File: src/rtl/s2_pkg.sv
// rtl/s2_pkg.sv - shared stage-1/stage-2 feature-map constants and writer FSM states
package s2_pkg;

  localparam int DATA_W      = 17;
  localparam int ROWS        = 8;
  localparam int COLS        = 8;
  localparam int CHANS       = 3;
  localparam int ADDR_W      = 8;
  localparam int FRAME_WORDS = ROWS * COLS * CHANS;

  typedef enum logic [1:0] {
    ST_IDLE          = 2'd0,
    ST_FILL          = 2'd1,
    ST_DONE          = 2'd2,
    ST_WAIT_CONSUMER = 2'd3
  } wr_state_e;

endpackage

File: src/rtl/s1_bram_writer_if.sv
// rtl/s1_bram_writer_if.sv - valid/ready input stream carrying stage-1 results into the writer
interface s1_bram_writer_if #(
  parameter int DATA_W = s2_pkg::DATA_W
);

  logic              in_valid;
  logic [DATA_W-1:0] in_data;
  logic              in_ready;

  modport master (output in_valid, output in_data, input in_ready);
  modport slave  (input in_valid, input in_data, output in_ready);

endinterface

File: src/rtl/s1_addr_gen.sv
// rtl/s1_addr_gen.sv - row/col/channel counters (channel fastest) and BRAM address concatenation
module s1_addr_gen #(
  parameter int ROWS   = s2_pkg::ROWS,
  parameter int COLS   = s2_pkg::COLS,
  parameter int CHANS  = s2_pkg::CHANS,
  parameter int ADDR_W = s2_pkg::ADDR_W
) (
  input  logic              clk,
  input  logic              reset,
  input  logic              clr,
  input  logic              inc,
  output logic [ADDR_W-1:0] addr,
  output logic              last
);

  localparam int ROW_W = $clog2(ROWS);
  localparam int COL_W = $clog2(COLS);
  localparam int CHA_W = $clog2(CHANS);

  logic [ROW_W-1:0] row;
  logic [COL_W-1:0] col;
  logic [CHA_W-1:0] cha;

  logic row_max, col_max, cha_max;

  assign row_max = (row == ROW_W'(ROWS - 1));
  assign col_max = (col == COL_W'(COLS - 1));
  assign cha_max = (cha == CHA_W'(CHANS - 1));

  always_ff @(posedge clk or negedge reset) begin
    if (!reset) begin
      row <= '0;
      col <= '0;
      cha <= '0;
    end else if (clr) begin
      row <= '0;
      col <= '0;
      cha <= '0;
    end else if (inc) begin
      if (cha_max) begin
        cha <= '0;
        if (col_max) begin
          col <= '0;
          row <= row_max ? '0 : row + 1'b1;
        end else begin
          col <= col + 1'b1;
        end
      end else begin
        cha <= cha + 1'b1;
      end
    end
  end

  // Channel occupies the top bits so each channel plane is a contiguous block
  assign addr = ADDR_W'({cha, row, col});
  assign last = row_max && col_max && cha_max;

endmodule

File: src/rtl/s1_bram_writer.sv
// rtl/s1_bram_writer.sv - stage-1 feature-map BRAM writer with consumer handshake
// Optional ReLU clamp on written data when S1_WRITER_RELU_EN is defined.
module s1_bram_writer #(
  parameter int DATA_W = s2_pkg::DATA_W,
  parameter int ROWS   = s2_pkg::ROWS,
  parameter int COLS   = s2_pkg::COLS,
  parameter int CHANS  = s2_pkg::CHANS,
  parameter int ADDR_W = s2_pkg::ADDR_W
) (
  input  logic                clk,
  input  logic                reset,
  input  logic                start,
  s1_bram_writer_if.slave     in_s,
  input  logic                consumer_busy,
  output logic                we,
  output logic [ADDR_W-1:0]   write_addr,
  output logic [DATA_W-1:0]   write_data,
  output logic                data_done,
  output logic                frame_busy
);

  s2_pkg::wr_state_e state, state_nxt;

  logic              xfer;
  logic              frame_start;
  logic              seen_busy;
  logic              last_word;
  logic [ADDR_W-1:0] gen_addr;
  logic [DATA_W-1:0] wr_val;

  assign in_s.in_ready = (state == s2_pkg::ST_FILL);
  assign xfer          = in_s.in_valid && in_s.in_ready;
  assign frame_start   = (state == s2_pkg::ST_IDLE) && start;
  assign frame_busy    = (state != s2_pkg::ST_IDLE);

  s1_addr_gen #(
    .ROWS   (ROWS),
    .COLS   (COLS),
    .CHANS  (CHANS),
    .ADDR_W (ADDR_W)
  ) u_addr_gen (
    .clk   (clk),
    .reset (reset),
    .clr   (frame_start),
    .inc   (xfer),
    .addr  (gen_addr),
    .last  (last_word)
  );

  always_comb begin
    state_nxt = state;
    case (state)
      s2_pkg::ST_IDLE:          if (start) state_nxt = s2_pkg::ST_FILL;
      s2_pkg::ST_FILL:          if (xfer && last_word) state_nxt = s2_pkg::ST_DONE;
      s2_pkg::ST_DONE:          state_nxt = s2_pkg::ST_WAIT_CONSUMER;
      s2_pkg::ST_WAIT_CONSUMER: if (!consumer_busy && seen_busy) state_nxt = s2_pkg::ST_IDLE;
      default:                  state_nxt = s2_pkg::ST_IDLE;
    endcase
  end

  always_ff @(posedge clk or negedge reset) begin
    if (!reset) state <= s2_pkg::ST_IDLE;
    else        state <= state_nxt;
  end

  // The reader must be seen busy at least once before its idle flag releases us
  always_ff @(posedge clk or negedge reset) begin
    if (!reset)                                   seen_busy <= 1'b0;
    else if (state != s2_pkg::ST_WAIT_CONSUMER)   seen_busy <= 1'b0;
    else if (consumer_busy)                       seen_busy <= 1'b1;
  end

  always_comb begin
    wr_val = in_s.in_data;
`ifdef S1_WRITER_RELU_EN
    if (in_s.in_data[DATA_W-1]) wr_val = '0;
`endif
  end

  // Address/data hold their last value across input gaps; only we drops
  always_ff @(posedge clk or negedge reset) begin
    if (!reset) begin
      we         <= 1'b0;
      write_addr <= '0;
      write_data <= '0;
      data_done  <= 1'b0;
    end else begin
      we        <= xfer;
      data_done <= (state == s2_pkg::ST_DONE);
      if (xfer) begin
        write_addr <= gen_addr;
        write_data <= wr_val;
      end
    end
  end

endmodule

File: src/flat_wrapper.sv
// flat-port wrapper written by rule: the top's interface ports become plain ports
module s1_bram_writer_flat 
#(
  parameter int DATA_W = s2_pkg::DATA_W,
  parameter int ROWS   = s2_pkg::ROWS,
  parameter int COLS   = s2_pkg::COLS,
  parameter int CHANS  = s2_pkg::CHANS,
  parameter int ADDR_W = s2_pkg::ADDR_W
)
  (clk, reset, start, consumer_busy, we, write_addr, write_data, data_done, frame_busy, in_s_in_valid, in_s_in_data, in_s_in_ready);
  s1_bram_writer_if #(.DATA_W(DATA_W)) in_s_i ();
  input  logic clk;
  input  logic reset;
  input  logic start;
  input  logic consumer_busy;
  output logic we;
  output logic [ADDR_W-1:0] write_addr;
  output logic [DATA_W-1:0] write_data;
  output logic data_done;
  output logic frame_busy;
  input wire logic [$bits(in_s_i.in_valid)-1:0] in_s_in_valid;
  input wire logic [$bits(in_s_i.in_data)-1:0] in_s_in_data;
  output wire logic [$bits(in_s_i.in_ready)-1:0] in_s_in_ready;
  assign in_s_i.in_valid = in_s_in_valid;
  assign in_s_i.in_data = in_s_in_data;
  assign in_s_in_ready = in_s_i.in_ready;
  s1_bram_writer #(.DATA_W(DATA_W), .ROWS(ROWS), .COLS(COLS), .CHANS(CHANS), .ADDR_W(ADDR_W)) u_core (.clk(clk), .reset(reset), .start(start), .in_s(in_s_i), .consumer_busy(consumer_busy), .we(we), .write_addr(write_addr), .write_data(write_data), .data_done(data_done), .frame_busy(frame_busy));
endmodule
File: config.mk
export PLATFORM = sky130hd
export DESIGN_NAME = s1_bram_writer_flat
export DESIGN_NICKNAME = d
export VERILOG_FILES = /design/src/rtl/s2_pkg.sv /design/src/rtl/s1_bram_writer_if.sv /design/src/rtl/s1_addr_gen.sv /design/src/rtl/s1_bram_writer.sv /design/src/flat_wrapper.sv
export SDC_FILE = /design/constraint.sdc
export NUM_CORES = 1
export LEC_CHECK = 0
export CAP_MARGIN = 40
export CORE_UTILIZATION = 41
export DETAILED_ROUTE_END_ITERATION = 6
export PLACE_DENSITY = 0.72
export SYNTH_ARGS = -nofsm -noshare
export SYNTH_HDL_FRONTEND = slang
export SYNTH_SLANG_ARGS = --single-unit
File: constraint.sdc
create_clock -name clk -period 2.1 [get_ports clk]
set_clock_uncertainty 0.15 [all_clocks]
set_input_delay 0.42 -clock clk [delete_from_list [all_inputs] [get_ports clk]]
set_output_delay 0.42 -clock clk [all_outputs]
set_load 0.005 [all_outputs]
==> flow_metrics.py <==
metrics = {
    "power": {
        "max-vdd-ir-drop_v": 0.000507,
        "p_seq_share_pct": 50.8,
        "combPwrFrac_pct": 21.8,
        "p_total_mw": 1.83,
        "leakage_nw": 1.04,
        "p_sw_share_pct": 24.5,
        "switchingPower_mw": 0.449,
        "power.density_nw_per_um2": 808,
        "p_clk_share_pct": 27.5,
        "intPower_mw": 1.39,
    },
    "clocking": {
        "h-tree-depth": 2,
        "cts_buffer_depth": 2,
        "clk-insertion-delay-late_ns": 0.28,
        "clkTransAtPathRegs_ns": 0.07,
        "cts_tree": "built",
        "root_buffer": "clkbuf_8",
        "numCtsBuffers": 5,
        "clock-sinks": 38,
    },
    "logic_synthesis": {
        "syn_area_um2": 1590,
        "syn_nets": 145,
        "synth_ff_type": "dfrtp_1",
        "synth_cells": 114,
        "synth_edf_count": 0,
        "yosysWarnings": 0,
        "ys_ff_latch": 38,
        "avgSynthCellArea_um2": 13.9,
        "ys_types": 22,
        "synth_common_cells": "dfrtp_1, mux2_2, ha_1",
        "synthArstFlopShare_pct": 100,
        "synthDominantAreaCellType": "dfrtp_1",
        "synth.most_common_cell": "dfrtp_1",
        "synth_top_area_share_pct": 59.8,
        "ys_seq_area_share_pct": 59.8,
        "synth_area_leaders": "dfrtp_1, mux2_2, ha_1",
    },
    "route": {
        "drc": 0,
        "first_iter_violations": 67,
        "first_pass_iters": 4,
        "drtAntennaViolNets": 0,
        "vias": 1091,
        "wl_um": 3040,
        "via_per_inst": 4.98,
        "detail_route.wl_per_cell_um": 13.9,
    },
    "placed_design": {
        "place_area_um2": 2150,
        "post-dp-hpwl_um": 2110,
        "place_inst": 209,
        "numPortBuffers": 50,
        "gp_congestion": 0.660,
    },
    "layout": {
        "area_delta_synth_final_pct": 42.7,
        "filler_cell_count": 308,
        "final_cells": 219,
        "seq_area_um2": 951,
        "nets": 201,
        "multi_input_area_um2": 619,
        "layout-drive-gt1-share_pct": 23.4,
        "fin_area_um2": 2270,
        "num_antenna_cells": 0,
        "postLayoutCoreUtil_pct": 61.5,
    },
    "die": {
        "coreArea_um2": 3690,
        "die_width_um": 64.3,
        "initial_utilization_pct": 43.1,
        "fp.dieArea_um2": 4130,
        "num_io_pins": 51,
        "rows": 22,
        "fp.dieH_um": 64.3,
    },
    "setup_path": {
        "path_depth": 3,
        "startpoint_type": "flip-flop",
        "cp_top_family": "buffers and inverters",
        "cp_cell_sequence": "inv_2 -> ha_4 -> clkdlybuf4s50_1",
        "cp.buffers_inverters": 2,
        "slowest_stage": "clkdlybuf4s50_1",
        "path_max_fanout": 5,
        "cp.required_ns": 1.53,
        "slowest_delay_ns": 0.50,
        "critPathArrivalTime_ns": 1.45,
        "rr_worst_depth": 5,
        "end_kind": "output port",
        "worst-setup-path-type": "flip-flop to output port",
    },
    "run": {
        "maxCapViolCount": 0,
    },
    "sta": {
        "timing.fmax_mhz": 495,
        "finalMaxSlewViolations": 0,
        "period_needed_ns": 2.02,
        "worstMarginPinSlew_ns": 0.815,
        "hold_violations": 0,
        "final-setup-viol-count": 0,
        "maxSlewHeadroom_pct": 45.7,
        "post-route-period-util_pct": 96.1,
        "tns_ns": 0,
        "rsz0062_at_grt": "false",
    },
    "global_route": {
        "grt_max_degree": 39,
        "grt_pass1_vias": 1105,
        "antenna_found_initial": 0,
        "grt_usage_pct": 16.3,
        "grt_overflow": 0,
        "grt_pass1_wl_um": 5090,
    },
    "min_path": {
        "hp-class": "input pin to async pin",
    },
    "run_status": {
        "status": "finished clean",
    },
}
[worst reg2reg max path: cells and delay by family, from the launching register on]
| family | cells | cell delay [ns] |
|---|---|---|
| AOI/OAI and AO/OA | 1 | 0.40 |
| muxes | 1 | 0.31 |
| adders and majority gates | 2 | 0.35 |
| DFF | 1 | 0.41 |
| and+or+nand+nor | 1 | 0.10 |
[power groups by stage]
| stage | clock (mW) | combinational (mW) | sequential [mW] |
|---|---|---|---|
| floorplan | 0 | 0.158 | 0.934 |
| global placement | 0 | 0.388 | 0.934 |
| detailed placement | 0 | 0.409 | 0.947 |
| CTS | 0.525 | 0.410 | 0.933 |
| global route | 0.559 | 0.444 | 0.949 |
| finish | 0.504 | 0.400 | 0.931 |
[cells in the final DEF, fill, tap and decap left out]
cell type and count:
clkdlybuf4s50_1 48, dfrtp_1 38, mux2_2 25, nor2_1 8, ha_1 8, clkbuf_8 6
nand2_1 5, mux2i_1 5, a21oi_1 4, inv_2 2, inv_1 2, nand4_1 2
buf_4 2, and2_1 1, and2b_1 1, nand2b_1 1, a221o_1 1, mux2_4 1
o21a_1 1, or3_1 1, nand4b_1 1, or3b_1 1, nor3_1 1, ha_4 1
clkbuf_1 1, clkinv_2 1, buf_2 1, dlymetal6s2s_1 1, buf_12 1
[kinds of logic after synthesis]
| kind of cell | count (synthesis) | synth area share, % |
|---|---|---|
| flops | 38 | 59.8 |
| mux | 31 | 21.8 |
| simple gates | 22 | 6.92 |
| fa+ha+maj | 9 | 7.08 |
| buf+inv | 8 | 2.04 |
| compound gates | 6 | 2.36 |
[registers in the layout, summed over array words and instances (netlist names)]
signal                 count
u_core.u_addr_gen.row      3
u_core.u_addr_gen.cha      2
u_core.write_addr          8
u_core.state               2
u_core.data_done           1
u_core.u_addr_gen.col      3
u_core.seen_busy           1
u_core.write_data         17
u_core.we                  1
[what timing repair did]
| item | CTS | global route |
|---|---|---|
| cloned | 0 | 0 |
| gates resized for setup | 3 | 2 |
| hold buffers | 0 | 0 |
| buffers inserted | 2 | 0 |
| endpoints found under the setup margin | 2 | 1 |
[layer usage]
layer	vias to the layer above	share of wire [%]	global-route usage, %	routed length, µm
met4	0	1.7	8.33	51
met3	7	5.9	4.29	179
met2	37	52	27.5	1580
li1	506	-	-	-
met1	541	41	18.8	1240
met5	-	0	0	0
[area by class of cell]
| class | count | area share (%) |
|---|---|---|
| clock inverter | 1 | 0.221 |
| tap | 48 | 2.65 |
| multi-input combinational | 68 | 27.3 |
| clock buffer | 7 | 3.80 |
| inverter | 4 | 0.662 |
| sequential | 38 | 41.9 |
| timing repair buffer | 53 | 23.5 |
[through the flow]
stage	setup WS, ns	hold slack [ns]
2_1_floorplan	0.316	-0.0256
5_1_grt	0.0346	0.155
6_report	0.0816	0.0690
3_5_place_dp	0.0457	0.318
4_1_cts	0.00782	0.112
3_3_place_gp	0.0699	0.315
[worst paths after layout]
| kind | from | end | slack, ns |
|---|---|---|---|
| max | u_core.state[1] | in_s_in_ready | 0.08 |
| min | reset | u_core.u_addr_gen.row[2] | 0.07 |
| max reg2reg | u_core.u_addr_gen.row[0] | u_core.state[1] | 0.27 |
| min reg2reg | u_core.seen_busy | u_core.seen_busy | 0.33 |
| max in group asynchronous | reset | u_core.write_data[8] | 1.20 |
| min in group clk | u_core.seen_busy | u_core.seen_busy | 0.33 |
Note: power is estimated with default switching activity, not from simulation.
==> edit 1 (same settings) <==
The package constant `CHANS` goes from 3 to 5.
--- a/src/rtl/s2_pkg.sv
+++ b/src/rtl/s2_pkg.sv
@@ -4,7 +4,7 @@
   localparam int DATA_W      = 17;
   localparam int ROWS        = 8;
   localparam int COLS        = 8;
-  localparam int CHANS       = 3;
+  localparam int CHANS       = 5;
   localparam int ADDR_W      = 8;
   localparam int FRAME_WORDS = ROWS * COLS * CHANS;
 
Function: changed (a bounded check fails within 10 cycles, from zero or initial values and one cycle with reset low).
==> edit 1 against the original RTL <==
Sequential power increased by 3.5%; synthesized cell count increased by 11%; sequential cell count increased by 1; synthesized area increased by 4.8%; setup slack improved by 16 ps; core utilization increased by 2.4 points; total power increased by 7.4%; critical path type unchanged; wire length increased by 4.4%; final cell count increased by 8.2%; sequential share of layout area decreased by 1.4 points; register-to-register slack improved by 30 ps; design area increased by 6.2%.
==> edit 1: results (changes against the original RTL) <==
CTS Buf Count=5 (unchanged); slowest stage delay, CP=490 ps; number of diodes=0 (unchanged); placed cells=225 (+7.7%); share of cells above drive strength 1=0.175 (-0.0593); outcome=finished clean; H-Tree Depth=2 (unchanged); Synth Area in Compound Gates=0.0443 (+0.0207); number of port buffers=50 (unchanged); Post-DP HPWL=2430 um (+15%); cell count after synthesis=127 (+11%); first-pass GRT wire length=5440 um (+7.1%); Clock transition at path regs=70 ps (about the same); drt first pass iters=2 (-2); syn_nets=160 (+10%); initial antenna violation count=0 (unchanged); Seq/Total Area, Yosys=0.586 (-0.0124); drt wl/cell=13.4 um (-3.6%); Clock Tree Root=clkbuf_8; cells taking the most area after synthesis=dfrtp_1 (59%), mux2_1 (8.8%), ha_1 (8.3%); placer congestion estimate=0.721 (+9.2%); Async SR Flop Fraction=1.00 (unchanged); most frequent cells after synthesis=dfrtp_1 (39), mux2_1 (13), ha_1 (11), mux2_2 (11), nand2_1 (8); Final nets=221 (+10%); First DRT Iteration DRCs=28 (-58%); final antenna-violating net count=0 (unchanged); GR Util All Layers=0.170 (+0.00743); Skew-Pair Late Insertion Delay=280 ps (about the same); Slew @ Worst Pin=425 ps (-389 ps); mux cell area share after synthesis=0.186 (-0.0318); Synth Area in XOR/XNOR=0 (unchanged); crit path max-delay cell type=clkdlybuf4s50_1; VDD IR max=0.724 mV (+43%); Adder-Cell Fraction of Synth Area=0.0826 (+0.0118); Fin Setup TNS=0 ps (unchanged); layout filler cell count=286 (-7.1%); largest net degree at the start of global routing=23 (-41%); vias after detailed routing=1,158 (+6.1%); Hold Path Class=flop to flop; Synth cell types=26 (+18%); biggest regs=u_core.write_data: 17 flops, u_core.write_addr: 8 flops; YS warnings=0 (unchanged); critical path fanouts, max=5 (unchanged); WP data arrival=1430 ps (-20 ps); ys flop type=dfrtp_1; clk buf depth=2 (unchanged); vias per cell=4.89 (-1.9%); Pleak=0.00111 uW (+6.6%)
-- edit 1: cell types whose count changed in the layout (fill, tap and decap cells not counted), moves of 3 or more --
cell     before  now
buf_4         2    5
mux2_1        0   13
o21ai_0       0    4
nand2_1       5    8
mux2_2       25   11
-- edit 1: path summary, 6_finish.rpt --
kind | start | to | slack, ps | depth (start not counted)
setup reg to reg | u_core.u_addr_gen.col[0] | u_core.state[1] | 300 | 6
hold reg to reg | u_core.seen_busy | u_core.seen_busy | 340 | 1
max in group asynchronous | reset | u_core.write_data[2] | 880 | 3
hold / removal | u_core.seen_busy | u_core.seen_busy | 340 | 1
min in group asynchronous | reset | u_core.write_data[12] | 460 | 2
setup / recovery | u_core.state[0] | in_s_in_ready | 100 | 3
-- edit 1: logic make-up (layout without fill, tap and decap cells) --
group | count (synthesis) | count (layout)
adders and majority gates | 11 | 11
DFF | 39 | 39
and+or+nand+nor | 25 | 25
muxes | 28 | 28
AOI/OAI and AO/OA | 13 | 13
buffers and inverters | 11 | 73
-- edit 1: power by group --
group | total [uW] | switching (uW) | internal, uW
clock network | 544 | 246 | 298
logic | 461 | 176 | 286
registers | 964 | 85.7 | 878
total | 1970 | 507 | 1460
-- edit 1: per-stage QoR --
step | total power, uW | util | instance area [um^2] | worst slack [ps]
2_1_floorplan | 1170 | - | 1670 | 400
3_3_place_gp | 1410 | 0.599 | 2260 | 181
3_5_place_dp | 1450 | 0.599 | 2260 | 134
4_1_cts | 2000 | 0.636 | 2400 | 21.0
5_1_grt | 2100 | 0.639 | 2410 | 30.2
6_report | 1970 | 0.639 | 2410 | 97.8
-- edit 1: worst max-delay path: cells and delay by family, from the launching register on --
kind | cells | cell delay, ps
adder cells (fa/ha/maj) | 1 | 150
buffers and inverters | 2 | 620
flip-flops | 1 | 380
-- edit 1: layer usage --
layer / vias to the layer above / track usage / part of all wire
li1: 556 / - / -
met1: 553 / 0.191 / 0.43
met2: 44 / 0.309 / 0.49
met3: 5 / 0.0538 / 0.076
met4: 0 / 0.0408 / 0.0079
met5: - / 0 / 0
-- edit 1: repair_timing --
item | in CTS | in global routing
gates resized for setup | 2 | 3
setup endpoints to repair | 2 | 2
pin swaps | 0 | 0
hold buffers | 1 | 0
hold endpoints to repair | 17 | 0
setup buffers | 3 | 0
cloned | 0 | 0
-- edit 1: layout make-up --
type                            count  area [um^2]  area share
Timing Repair Buffer               58          586       0.243
Clock inverter                      1         7.51     0.00312
Tap cell                           48         60.1      0.0249
Clock buffer                        7         96.3      0.0400
Inverter                            7         26.3      0.0109
Sequential cell                    39          976       0.405
Multi-Input combinational cell     77          658       0.273
==> edit 2 (config.mk and constraints unchanged) <==
Made on the original files. The 4 states of `wr_state_e` get a one-hot encoding in 4 bits.
--- a/src/rtl/s2_pkg.sv
+++ b/src/rtl/s2_pkg.sv
@@ -8,11 +8,11 @@
   localparam int ADDR_W      = 8;
   localparam int FRAME_WORDS = ROWS * COLS * CHANS;
 
-  typedef enum logic [1:0] {
-    ST_IDLE          = 2'd0,
-    ST_FILL          = 2'd1,
-    ST_DONE          = 2'd2,
-    ST_WAIT_CONSUMER = 2'd3
+  typedef enum logic [3:0] {
+    ST_IDLE          = 4'b0001,
+    ST_FILL          = 4'b0010,
+    ST_DONE          = 4'b0100,
+    ST_WAIT_CONSUMER = 4'b1000
   } wr_state_e;
 
 endpackage
Behaviour: same outputs for any inputs over 10 cycles, from zero or initial values and one cycle with reset low; not proved beyond that.
==> edit 2 against the original RTL <==
Synthesized area grew 5.6%; worst hold slack better by 290 ps; global-route usage up 0.94 points; setup slack worse by 64 ps; design area up 6.0%; register-to-register slack worse by 160 ps; maximum frequency fell by 3.1%; wire length rose by 7.2%; sequential cell count is 2 higher; first-iteration DRC count down 75%; via count increased by 3.5%; core utilization up 1.8 points; sequential share of layout area decreased by 0.22 points; critical path type unchanged; largest cell class unchanged; highest routed layer unchanged.
Power is not compared: it rests on default switching activity, and its combinational part moved more than twofold at a synthesized area within 25%.
==> edit 2: results (changes against the original RTL) <==
cells taking the most area after synthesis=dfrtp_1 (58%), mux2_2 (12%), mux2_4 (6.3%); share of cells above drive strength 1=0.290 (+0.0557); Min Hold Slack=358 ps (+289 ps); Adder-Cell Fraction of Synth Area=0.0298 (-0.0410); Clock transition at path regs=70 ps (about the same); Slew headroom=0.669 (+0.213); most frequent cells after synthesis=dfrtp_1 (39), mux2_2 (18), nor2_1 (9), mux2_4 (7), mux2i_1 (5); GR Util All Layers=0.172 (+0.00943); vias per cell=4.89 (-1.9%); Synth cell types=31 (+41%); Synth Area in Compound Gates=0.0276 (+0.00397); DRT Wirelength=3260 um (+7.2%); clk buf depth=2 (unchanged); # resized after CTS=7 (+4); placer congestion estimate=0.734 (+11%); Hold Path Origin=u_core.write_addr[2]; Final nets=208 (+3.5%); largest net degree at the start of global routing=23 (-41%); r2r endpoint=u_core.u_addr_gen.row[2]; DP Worst Slack=-66.2 ps (-112 ps); Hold Path Class=flop to flop; syn_nets=144 (-0.69%); R2R setup slack=110 ps (-160 ps); mux cell area share after synthesis=0.213 (-0.00482); vias after detailed routing=1,129 (+3.5%); Clock power frac=0.196; Post-DP HPWL=2460 um (+17%); drt first pass iters=4 (unchanged); placed cells=220 (+5.3%); first-pass GRT wire length=5310 um (+4.5%); outcome=finished clean; period utilisation layout=0.991 (+0.0303); biggest regs=u_core.write_data: 17 flops, u_core.write_addr: 8 flops, u_core.state: 4 flops; CTS Hold Buffers Added=1 (+1); cell count after synthesis=118 (+3.5%); First DRT Iteration DRCs=17 (-75%); Seq/Total Area, Yosys=0.597 (-0.00108); Setup crit start=u_core.state[0]; critical path fanouts, max=4 (-1); Placed Area=0.00229 mm^2 (+6.5%); number of global-route vias before repair=1,151 (+4.2%); WP data arrival=1510 ps (+60 ps)
## edit 2: cell count changes in the layout (fill, tap and decap cells not counted), moves of 2 or more
cell / before / now
nand4_1: 2 / 0
clkinv_2: 1 / 3
or4b_4: 0 / 2
ha_1: 8 / 4
mux2_4: 1 / 7
o21ai_0: 0 / 2
buf_4: 2 / 8
inv_2: 2 / 0
mux2_2: 25 / 18
## edit 2: critical path, cell delays in order, from the launching register on
cell and delay [ps]:
dfstp_2 380, or4b_4 540, clkinv_2 90, clkdlybuf4s15_1 210
## edit 2: layout make-up
class	count	area [um^2]
fill	295	1390
sequential	40	1000
multi-input combinational	70	633
timing repair buffer	61	601
clock buffer	6	82.6
tap	48	60.1
inverter	4	16.3
clock inverter	2	10.0
## edit 2: per-layer routing
layer  global-route usage  share of wire
met1                0.202           0.43
met2                0.283           0.50
met3               0.0517          0.048
met4               0.0878          0.024
met5                    0              0
